$ cat config.mk
export PLATFORM = sky130hd
export DESIGN_NAME = match_sequencer_flat
export DESIGN_NICKNAME = d
export VERILOG_FILES = /design/src/rtl/match_sequencer_pkg.sv /design/src/rtl/match_sequencer_if.sv /design/src/rtl/match_sequencer_frame_timer.sv /design/src/rtl/match_sequencer.sv /design/src/flat_wrapper.sv
export SDC_FILE = /design/constraint.sdc
export NUM_CORES = 1
export LEC_CHECK = 0
export CORE_MARGIN = 2
export CORE_UTILIZATION = 53
export CTS_BUF_LIST = sky130_fd_sc_hd__clkbuf_4 sky130_fd_sc_hd__clkbuf_8
export DETAILED_ROUTE_END_ITERATION = 16
export PLACE_DENSITY = 0.82
export REMOVE_ABC_BUFFERS = 1
export SYNTH_ARGS = -nofsm -noshare
export SYNTH_HDL_FRONTEND = slang
export SYNTH_SLANG_ARGS = --single-unit
$ cat constraint.sdc
create_clock -name clk_i -period 1.95 [get_ports clk_i]
set_input_delay 0.585 -clock clk_i [delete_from_list [all_inputs] [get_ports clk_i]]
set_output_delay 0.585 -clock clk_i [all_outputs]
set_load 0.01 [all_outputs]
$ cat src/rtl/match_sequencer_pkg.sv
`default_nettype none
// ============================================================================
// Module   : match_sequencer_pkg
// Brief    : Shared match states, default game constants and the counter-width helper.
// Revision : 1.0
// ============================================================================
package match_sequencer_pkg;

    localparam int KEYS_W       = 4;
    localparam int SCORE_W      = 4;
    localparam int WIN_SCORE    = 7;
    localparam int SERVE_FRAMES = 60;
    localparam int POINT_FRAMES = 90;

    typedef enum logic [2:0] {
        ST_IDLE       = 3'd0,
        ST_SERVE_WAIT = 3'd1,
        ST_PLAY       = 3'd2,
        ST_POINT      = 3'd3,
        ST_GAME_OVER  = 3'd4
    } match_state_t;

    // The timer holds at most (frames - 1), so clog2 of the larger delay is enough.
    function automatic int cnt_width(input int a, input int b);
        int m;
        int w;
        m = (a > b) ? a : b;
        w = $clog2(m);
        return (w < 1) ? 1 : w;
    endfunction

endpackage
`default_nettype wire

$ cat src/rtl/match_sequencer_if.sv
`default_nettype none
// ============================================================================
// Module   : match_sequencer_if
// Brief    : Key, frame and goal inputs plus run/serve/score outputs of the sequencer.
// Revision : 1.0
// ============================================================================
interface match_sequencer_if #(
    parameter int KEYS_W  = match_sequencer_pkg::KEYS_W,
    parameter int SCORE_W = match_sequencer_pkg::SCORE_W
) ();
    logic [KEYS_W-1:0]  keys_i;
    logic               new_frame_i;
    logic               player_goal_i;
    logic               enemy_goal_i;
    logic               run_o;
    logic               serve_o;
    logic               serve_dir_o;
    logic [SCORE_W-1:0] player_score_o;
    logic [SCORE_W-1:0] enemy_score_o;
    logic               winner_o;
    logic [2:0]         state_o;

    modport master (
        output keys_i, new_frame_i, player_goal_i, enemy_goal_i,
        input  run_o, serve_o, serve_dir_o, player_score_o, enemy_score_o,
               winner_o, state_o
    );

    modport slave (
        input  keys_i, new_frame_i, player_goal_i, enemy_goal_i,
        output run_o, serve_o, serve_dir_o, player_score_o, enemy_score_o,
               winner_o, state_o
    );
endinterface
`default_nettype wire

$ cat src/rtl/match_sequencer_frame_timer.sv
`default_nettype none
// ============================================================================
// Module   : match_sequencer_frame_timer
// Brief    : Loadable down-counter stepped by frame ticks; done while at zero.
// Revision : 1.0
// ============================================================================
module match_sequencer_frame_timer #(
    parameter int CNT_W = 1
) (
    input  wire logic             clk_i,
    input  wire logic             rst_i,
    input  wire logic             load_i,
    input  wire logic [CNT_W-1:0] load_value_i,
    input  wire logic             tick_i,
    output logic                  done_o
);
    logic [CNT_W-1:0] r_count;

    always_ff @(posedge clk_i) begin
        if (!rst_i) begin
            r_count <= '0;
        end else if (load_i) begin
            r_count <= load_value_i;
        end else if (tick_i && (r_count != '0)) begin
            r_count <= r_count - 1'b1;
        end
    end

    assign done_o = (r_count == '0);
endmodule
`default_nettype wire

$ cat src/rtl/match_sequencer.sv
`default_nettype none
// ============================================================================
// Module   : match_sequencer
// Brief    : Pong match flow: idle, serve countdown, play, point pause, game over.
// Revision : 1.0
// ============================================================================
module match_sequencer #(
    parameter int KEYS_W       = match_sequencer_pkg::KEYS_W,
    parameter int START_KEY    = 0,
    parameter int SCORE_W      = match_sequencer_pkg::SCORE_W,
    parameter int WIN_SCORE    = match_sequencer_pkg::WIN_SCORE,
    parameter int SERVE_FRAMES = match_sequencer_pkg::SERVE_FRAMES,
    parameter int POINT_FRAMES = match_sequencer_pkg::POINT_FRAMES
) (
    input  wire logic         clk_i,
    input  wire logic         rst_i,
    match_sequencer_if.slave  bus
);
    import match_sequencer_pkg::*;

    localparam int c_cnt_w = cnt_width(SERVE_FRAMES, POINT_FRAMES);
    localparam logic [c_cnt_w-1:0] c_serve_load = c_cnt_w'(SERVE_FRAMES - 1);
    localparam logic [c_cnt_w-1:0] c_point_load = c_cnt_w'(POINT_FRAMES - 1);
    localparam logic [SCORE_W-1:0] c_win_m1     = SCORE_W'(WIN_SCORE - 1);

    match_state_t       r_state, w_state_next;
    logic [SCORE_W-1:0] r_player_score, w_player_score_next;
    logic [SCORE_W-1:0] r_enemy_score, w_enemy_score_next;
    logic               r_serve, w_serve_next;
    logic               r_serve_dir, w_serve_dir_next;
    logic               r_winner, w_winner_next;
    logic               r_key_prev, w_key_prev_next;

    logic               w_key;
    logic               w_press;
    logic               w_load;
    logic [c_cnt_w-1:0] w_load_value;
    logic               w_tick;
    logic               w_done;

    // Key is only sampled on frame ticks, which debounces it at frame rate.
    assign w_key   = bus.keys_i[START_KEY];
    assign w_press = bus.new_frame_i & w_key & ~r_key_prev;
    assign w_tick  = bus.new_frame_i &
                     ((r_state == ST_SERVE_WAIT) || (r_state == ST_POINT));

    match_sequencer_frame_timer #(
        .CNT_W (c_cnt_w)
    ) u_timer (
        .clk_i        (clk_i),
        .rst_i        (rst_i),
        .load_i       (w_load),
        .load_value_i (w_load_value),
        .tick_i       (w_tick),
        .done_o       (w_done)
    );

    always_comb begin
        w_state_next        = r_state;
        w_player_score_next = r_player_score;
        w_enemy_score_next  = r_enemy_score;
        w_serve_next        = 1'b0;
        w_serve_dir_next    = r_serve_dir;
        w_winner_next       = r_winner;
        w_key_prev_next     = bus.new_frame_i ? w_key : r_key_prev;
        w_load              = 1'b0;
        w_load_value        = c_serve_load;

        case (r_state)
            ST_IDLE: begin
                if (w_press) begin
                    w_player_score_next = '0;
                    w_enemy_score_next  = '0;
                    w_winner_next       = 1'b0;
                    w_serve_dir_next    = 1'b1;
                    w_load              = 1'b1;
                    w_state_next        = ST_SERVE_WAIT;
                end
            end
            ST_SERVE_WAIT: begin
                if (bus.new_frame_i && w_done) begin
                    w_serve_next = 1'b1;
                    w_state_next = ST_PLAY;
                end
            end
            ST_PLAY: begin
                // Player goal wins a tie; the next serve heads toward the point's loser.
                if (bus.player_goal_i) begin
                    w_player_score_next = r_player_score + 1'b1;
                    w_serve_dir_next    = 1'b0;
                    if (r_player_score == c_win_m1) begin
                        w_winner_next = 1'b0;
                        w_state_next  = ST_GAME_OVER;
                    end else begin
                        w_load       = 1'b1;
                        w_load_value = c_point_load;
                        w_state_next = ST_POINT;
                    end
                end else if (bus.enemy_goal_i) begin
                    w_enemy_score_next = r_enemy_score + 1'b1;
                    w_serve_dir_next   = 1'b1;
                    if (r_enemy_score == c_win_m1) begin
                        w_winner_next = 1'b1;
                        w_state_next  = ST_GAME_OVER;
                    end else begin
                        w_load       = 1'b1;
                        w_load_value = c_point_load;
                        w_state_next = ST_POINT;
                    end
                end
            end
            ST_POINT: begin
                if (bus.new_frame_i && w_done) begin
                    w_load       = 1'b1;
                    w_state_next = ST_SERVE_WAIT;
                end
            end
            ST_GAME_OVER: begin
                if (w_press) begin
                    w_state_next = ST_IDLE;
                end
            end
            default: begin
                w_state_next = ST_IDLE;
            end
        endcase
    end

    always_ff @(posedge clk_i) begin
        if (!rst_i) begin
            r_state        <= ST_IDLE;
            r_player_score <= '0;
            r_enemy_score  <= '0;
            r_serve        <= 1'b0;
            r_serve_dir    <= 1'b1;
            r_winner       <= 1'b0;
            r_key_prev     <= 1'b1;
        end else begin
            r_state        <= w_state_next;
            r_player_score <= w_player_score_next;
            r_enemy_score  <= w_enemy_score_next;
            r_serve        <= w_serve_next;
            r_serve_dir    <= w_serve_dir_next;
            r_winner       <= w_winner_next;
            r_key_prev     <= w_key_prev_next;
        end
    end

    assign bus.run_o          = (r_state == ST_PLAY);
    assign bus.serve_o        = r_serve;
    assign bus.serve_dir_o    = r_serve_dir;
    assign bus.player_score_o = r_player_score;
    assign bus.enemy_score_o  = r_enemy_score;
    assign bus.winner_o       = r_winner;
    assign bus.state_o        = r_state;
endmodule
`default_nettype wire
$ cat src/flat_wrapper.sv
// flat-port wrapper written by rule: the top's interface ports become plain ports
module match_sequencer_flat import match_sequencer_pkg::*;
#(
    parameter int KEYS_W       = match_sequencer_pkg::KEYS_W,
    parameter int START_KEY    = 0,
    parameter int SCORE_W      = match_sequencer_pkg::SCORE_W,
    parameter int WIN_SCORE    = match_sequencer_pkg::WIN_SCORE,
    parameter int SERVE_FRAMES = match_sequencer_pkg::SERVE_FRAMES,
    parameter int POINT_FRAMES = match_sequencer_pkg::POINT_FRAMES
)
  (clk_i, rst_i, bus_keys_i, bus_new_frame_i, bus_player_goal_i, bus_enemy_goal_i, bus_run_o, bus_serve_o, bus_serve_dir_o, bus_player_score_o, bus_enemy_score_o, bus_winner_o, bus_state_o);
  match_sequencer_if #(.KEYS_W(KEYS_W), .SCORE_W(SCORE_W)) bus_i ();
  input  wire logic clk_i;
  input  wire logic rst_i;
  input wire logic [$bits(bus_i.keys_i)-1:0] bus_keys_i;
  input wire logic [$bits(bus_i.new_frame_i)-1:0] bus_new_frame_i;
  input wire logic [$bits(bus_i.player_goal_i)-1:0] bus_player_goal_i;
  input wire logic [$bits(bus_i.enemy_goal_i)-1:0] bus_enemy_goal_i;
  output wire logic [$bits(bus_i.run_o)-1:0] bus_run_o;
  output wire logic [$bits(bus_i.serve_o)-1:0] bus_serve_o;
  output wire logic [$bits(bus_i.serve_dir_o)-1:0] bus_serve_dir_o;
  output wire logic [$bits(bus_i.player_score_o)-1:0] bus_player_score_o;
  output wire logic [$bits(bus_i.enemy_score_o)-1:0] bus_enemy_score_o;
  output wire logic [$bits(bus_i.winner_o)-1:0] bus_winner_o;
  output wire logic [$bits(bus_i.state_o)-1:0] bus_state_o;
  assign bus_i.keys_i = bus_keys_i;
  assign bus_i.new_frame_i = bus_new_frame_i;
  assign bus_i.player_goal_i = bus_player_goal_i;
  assign bus_i.enemy_goal_i = bus_enemy_goal_i;
  assign bus_run_o = bus_i.run_o;
  assign bus_serve_o = bus_i.serve_o;
  assign bus_serve_dir_o = bus_i.serve_dir_o;
  assign bus_player_score_o = bus_i.player_score_o;
  assign bus_enemy_score_o = bus_i.enemy_score_o;
  assign bus_winner_o = bus_i.winner_o;
  assign bus_state_o = bus_i.state_o;
  match_sequencer #(.KEYS_W(KEYS_W), .START_KEY(START_KEY), .SCORE_W(SCORE_W), .WIN_SCORE(WIN_SCORE), .SERVE_FRAMES(SERVE_FRAMES), .POINT_FRAMES(POINT_FRAMES)) u_core (.clk_i(clk_i), .rst_i(rst_i), .bus(bus_i));
endmodule
==> metrics.yaml, run 1 <==
power_and_ir_drop:
  p_leak_nw: 0.685
  power.total_w: 0.000843
  powerDensity_mw_per_mm2: 518
  irDropWorstVdd_uv: 428
place:
  dp_cells: 199
  gp_congestion: 0.838
  portBuffers: 20
  pre_cts_ws_ns: -0.260
  hpwl_um: 2270
  placed_area_mm2: 0.00156
global_route:
  grt_use_met2_pct: 43.4
  first_global_vias: 1136
  grt_first_pass_wirelength_um: 5090
  grt.busiest_layer: "met2"
  grtUsageTotal_pct: 25.8
  overflow: 0
  grt_max_degree: 13
  antenna_found_initial: 0
  met1_usage_pct: 30.4
  grt_util_met3_pct: 7.18
worst_hold_path:
  hold_start: "u_core.bus.enemy_score_o[1]$_SDFFE_PN0P_"
  hold_class: "flip-flop to flip-flop"
  hold_path_depth: 2
sta:
  setup_viol_count_final: 0
  drv_slew: 0
  fmax_mhz: 530
  worst_slack_ns: 0.0640
  post-route-min-period_ns: 1.89
  max_slew_margin_pct: 64.1
  final_hold_viol_count: 0
  fin_crit_sh_pct: 96.7
  rsz0062_at_grt: "false"
  fin_skew_ns: 0.00476
  worst_pin_slew_ns: 0.535
synth:
  yosysUniqueCellTypes: 49
  synth.top_cells.by_area: "dfxtp_1 (36%), ha_1 (5.2%), a21oi_1 (2.9%)"
  synthCells: 135
  synth.avg_cell_area_um2: 8.94
  yosysSeqAreaShare_pct: 36.5
  synth_area_mm2: 0.00121
  synth_warnings: 0
  postSynth.asyncResetShare_pct: 0
  synth_seq_cells: 22
  yosys.area.top_type: "dfxtp_1"
  synth_edf_count: 0
  yosys.area.top_type_share_pct: 36.5
  ys.flop_type: "dfxtp_1"
layout:
  fin_cells: 203
  final_common_cell: "buf_4"
  layout-drive-gt1-share_pct: 23.4
  fin_area_mm2: 0.00163
  fillers: 162
  final_core_util_pct: 74.2
  layout_common_cells: "buf_4 (19), clkdlybuf4s50_1 (16), dfxtp_1 (14)"
  diodes: 0
  nNetsFinal: 190
  area_growth_pct: 34.7
critical_path:
  arrival_ns: 2.11
  crit_start: "bus_new_frame_i"
  reg2reg_depth: 6
  cp-endpoint: "u_core.u_timer.r_count[3]$_SDFFE_PN0P_"
  required_ns: 2.17
  path_max_fanout: 5
  r2r_slack_ns: 0.10
  worst_setup_path_end_kind: "flip-flop"
  startpoint_type: "input port"
  critPathKind: "input port to flip-flop"
  r2r_end: "u_core.bus.state_o[1]$_SDFFE_PN0P_"
  r2r-start: "u_core.u_timer.r_count[0]$_SDFFE_PN0P_"
die:
  rows: 17
  boundaryPins: 24
  die_w_um: 51.7
  dieArea_mm2: 0.00268
  core_mm2: 0.00219
  start_util_pct: 55.1
  die_y_um: 51.7
run:
  cap_violations: 0
routing:
  first_pass_iters: 4
  routed-via-count: 1179
  totalWireLength_um: 3060
  drt-initial-drc-count: 25
  via_per_inst: 5.81
  drc_errors: 0
  wl_per_cell_um: 15.1
  antenna_left: 0
clocking:
  cts_root_buf: "clkbuf_4"
  insertion_delay_ns: 0.32
  cts_tree: "yes"
  numCtsBuffers: 3
  cts.sinks: 22
  postCtsHoldBufs: 0
  clock_path_buffers: 2
  clk_pin_slew_worst_paths_ns: 0.12
  htree_levels: 1
run_status:
  status: "finished, final reports clean"
[worst max-delay path, cell delays in order]
cell	delay [ns]
clkdlybuf4s50_1	0.56
nand3b_1	0.12
or4_1	0.44
and2_1	0.18
o31a_1	0.22
[synth_stat cells, drive strengths merged, types with 2 or more instances]
cell type and number:
a21o 2, nand3 5, nor3 5, inv 9, nor3b 2, a21oi 7
mux2i 2, and3b 2, xnor2 3, a22oi 2, nand3b 3, or3 4
buf 2, nor2b 2, or3b 2, ha 5, o311ai 2, or4 2
a211oi 3, o21a 4, and2 2, dfxtp 22, and3 3, nor4 2
nand2 6, nor2 9, o21ai 4
[state kept, by name, indices dropped and copies added (netlist names)]
signal / cells
u_core.bus.state_o: 3
u_core.r_key_prev: 1
u_core.bus.player_score_o: 4
u_core.u_timer.r_count: 7
u_core.bus.serve_o: 1
u_core.bus.enemy_score_o: 4
u_core.bus.serve_dir_o: 1
u_core.bus.winner_o: 1
[layer usage]
metal	share of wire [%]	vias up
met4	1.7	0
li1	-	579
met5	0	-
met3	5.0	8
met1	43	557
met2	50	35
[how the worst min path moves through the flow]
| stage | end | slack [ns] |
|---|---|---|
| floorplan | u_core.r_key_prev$_SDFFE_PN1P_ | 0.43 |
| global placement | u_core.r_key_prev$_SDFFE_PN1P_ | 0.45 |
| detailed placement | u_core.r_key_prev$_SDFFE_PN1P_ | 0.46 |
| CTS | u_core.r_key_prev$_SDFFE_PN1P_ | 0.49 |
| global route | u_core.bus.enemy_score_o[1]$_SDFFE_PN0P_ | 0.52 |
| finish | u_core.bus.enemy_score_o[1]$_SDFFE_PN0P_ | 0.50 |
[per-stage QoR]
stage	setup TNS (ns)	hold slack, ns
global route	0	0.521
finish	0	0.501
detailed placement	-2.48	0.462
global placement	-2.01	0.447
CTS	0	0.494
floorplan	0	0.432
[area by class of cell]
| class | instances | area [µm²] | area share (%) |
|---|---|---|---|
| well taps | 28 | 35.0 | 2.15 |
| clock buffers | 4 | 36.3 | 2.23 |
| inverters | 10 | 42.5 | 2.62 |
| repair buffers | 39 | 334 | 20.5 |
| flip-flops and latches | 22 | 450 | 27.7 |
| multi-input cells | 100 | 728 | 44.8 |
[logic make-up after synthesis]
logic type / after synthesis / share of synthesized area [%]
adder cells (fa/ha/maj): 5 / 5.18
AO/OA/AOI/OAI: 33 / 21.0
XOR/XNOR: 4 / 2.90
multiplexers: 2 / 1.66
AND/OR/NAND/NOR: 56 / 27.4
buffers and inverters: 13 / 5.39
flip-flops: 22 / 36.5
[what timing repair did]
| item | in CTS | in global routing |
|---|---|---|
| gates cloned | 0 | 0 |
| gates resized for setup | 8 | 12 |
| hold endpoints to repair | 0 | 0 |
| pin swaps | 0 | 1 |
| setup buffers | 0 | 0 |
| endpoints found under the setup margin | 3 | 10 |
[power breakdown]
part	switching, W	internal, W
Clock	0.000148	0.000114
Combinational	0.0000586	0.0000575
Sequential	0.00000757	0.000458
(Power assumes the default switching activity.)
==> inputs of run 2 (changes only) <==
SETUP_SLACK_MARGIN = 0.1   (was unset)
==> run 2 against run 1 <==
Net effect:
- non-clock buffer count stayed put
- count of clock-buffer cells in the layout stayed put
- flip-flop and latch count stayed put
- clock power hardly changed
- first-iteration DRC count is 44% higher
- sequential share of layout area hardly changed
==> metrics.yaml, run 2 (synthesis gave the netlist of run 1 again) <==
run_status:
  status: "finished, final reports clean"
layout:
  area_growth_pct: 36.9
  fin_cells: 203
  layout-drive-gt1-share_pct: 25.1
  diodes: 0
  largest_reg_flops: 7
  largest-register: "u_core.u_timer.r_count"
  layout_common_cells: "buf_4 (19), dfxtp_1 (12), nor2_1 (9)"
  nNetsFinal: 190
  final_common_cell: "buf_4"
global_route:
  antenna_found_initial: 0
  grt_first_pass_wirelength_um: 5110
  grt_max_degree: 13
  first_global_vias: 1117
  grtUsageTotal_pct: 25.9
  overflow: 0
run:
  cap_violations: 0
die:
  boundaryPins: 24
  die_y_um: 51.7
  die_w_um: 51.7
  dieArea_mm2: 0.00268
  rows: 17
  core_mm2: 0.00219
  start_util_pct: 55.1
critical_path:
  critPathKind: "flip-flop to primary output"
  required_ns: 1.36
  worst_setup_path_end_kind: "primary output"
  startpoint_type: "flip-flop"
  path_max_fanout: 2
  slowest_delay_ns: 0.41
  path_cells: "or3b_4 > clkinv_4 > buf_2"
  arrival_ns: 1.24
  slowest_stage: "or3b_4"
clocking:
  cts.sinks: 22
  clk_pin_slew_worst_paths_ns: 0.12
  insertion_delay_ns: 0.32
  htree_levels: 1
  cts_tree: "yes"
  numCtsBuffers: 3
  clock_path_buffers: 2
  cts_root_buf: "clkbuf_4"
place:
  gp_congestion: 0.838
  pre_cts_ws_ns: -0.260
  dp_cells: 199
  portBuffers: 20
  hpwl_um: 2270
routing:
  first_pass_iters: 4
  totalWireLength_um: 3010
  maxUsedRoutingLayer: "met4"
  via_per_inst: 5.86
  wl_met1_um: 1330
  drc_errors: 0
  wl_met3_um: 153
  wl_per_cell_um: 14.8
  routed-via-count: 1190
  drt-initial-drc-count: 36
  wl_met2_um: 1480
  antenna_left: 0
sta:
  rsz0062_at_grt: "true"
  max_slew_margin_pct: 63.7
  setup_viol_count_final: 0
  worst_pin_slew_ns: 0.542
  worst_slack_ns: 0.126
  post-route-min-period_ns: 1.82
  hold_ws_ns: 0.489
  fin_crit_sh_pct: 93.5
  drv_slew: 0
  final_hold_viol_count: 0
  fin_tns_setup_ns: 0
  fmax_mhz: 548
  fin_skew_ns: 0.00318
worst_hold_path:
  hold_class: "flip-flop to flip-flop"
power_and_ir_drop:
  power.total_w: 0.000838
  irDropWorstVdd_uv: 415
  powerDensity_mw_per_mm2: 507
  p_leak_nw: 0.797
[run 2: cell types whose count changed in the layout (fill, tap and decap cells not counted), sizes merged]
cell / change
clkdlybuf4s50: -10
dlymetal6s2s: +6
dlygate4sd2: +4
[run 2: report_power, final]
group / total [W] / internal [W] / leakage (nW) / switching [W]
sequential: 0.000462 / 0.000455 / 0.184 / 0.00000745
combinational: 0.000117 / 0.0000586 / 0.592 / 0.0000586
clock: 0.000259 / 0.000114 / 0.0210 / 0.000145
total: 0.000838 / 0.000628 / 0.797 / 0.000211
[run 2: repair_timing]
action,in CTS,in global routing
hold endpoints to repair,0,0
setup buffers,0,0
hold buffers,0,0
endpoints found under the setup margin,14,16
gates cloned,0,0
pin swaps,1,1
gates resized for setup,21,16
[run 2: worst max-delay path: cells and delay by family, from the launching register on]
family | cells | cell delay (ns)
buffers and inverters | 2 | 0.18
DFF | 1 | 0.34
and+or+nand+nor | 1 | 0.41
[run 2: through the flow]
stage               utilization (%)  instance area [µm²]
finish                         75.4                 1650
floorplan                         -                 1180
detailed placement             71.3                 1560
global placement               71.3                 1560
global route                   75.4                 1650
CTS                            73.9                 1620
[run 2: path summary, 6_finish.rpt]
path | depth (start not counted) | slack [ns] | to | startpoint
worst min-delay path | 2 | 0.49 | u_core.r_key_prev$_SDFFE_PN1P_ | u_core.r_key_prev$_SDFFE_PN1P_
worst max-delay path | 3 | 0.13 | bus_run_o | u_core.bus.state_o[0]$_SDFFE_PN0P_
worst max register to register | 7 | 0.17 | u_core.u_timer.r_count[3]$_SDFFE_PN0P_ | u_core.u_timer.r_count[1]$_SDFFE_PN0P_
worst min register to register | 2 | 0.49 | u_core.r_key_prev$_SDFFE_PN1P_ | u_core.r_key_prev$_SDFFE_PN1P_
[run 2: metal layers]
| metal | track usage, % | up-vias |
|---|---|---|
| met5 | 0 | - |
| met3 | 7.18 | 6 |
| met4 | 11.4 | 0 |
| met2 | 43.4 | 30 |
| li1 | - | 582 |
| met1 | 31.0 | 572 |
[run 2: area by class of cell]
class | instances | area (µm²)
inverter | 10 | 42.5
timing repair buffer | 39 | 344
multi-input combinational | 100 | 737
clock buffer | 4 | 36.3
sequential | 22 | 458
tap | 28 | 35.0
fill | 167 | 538
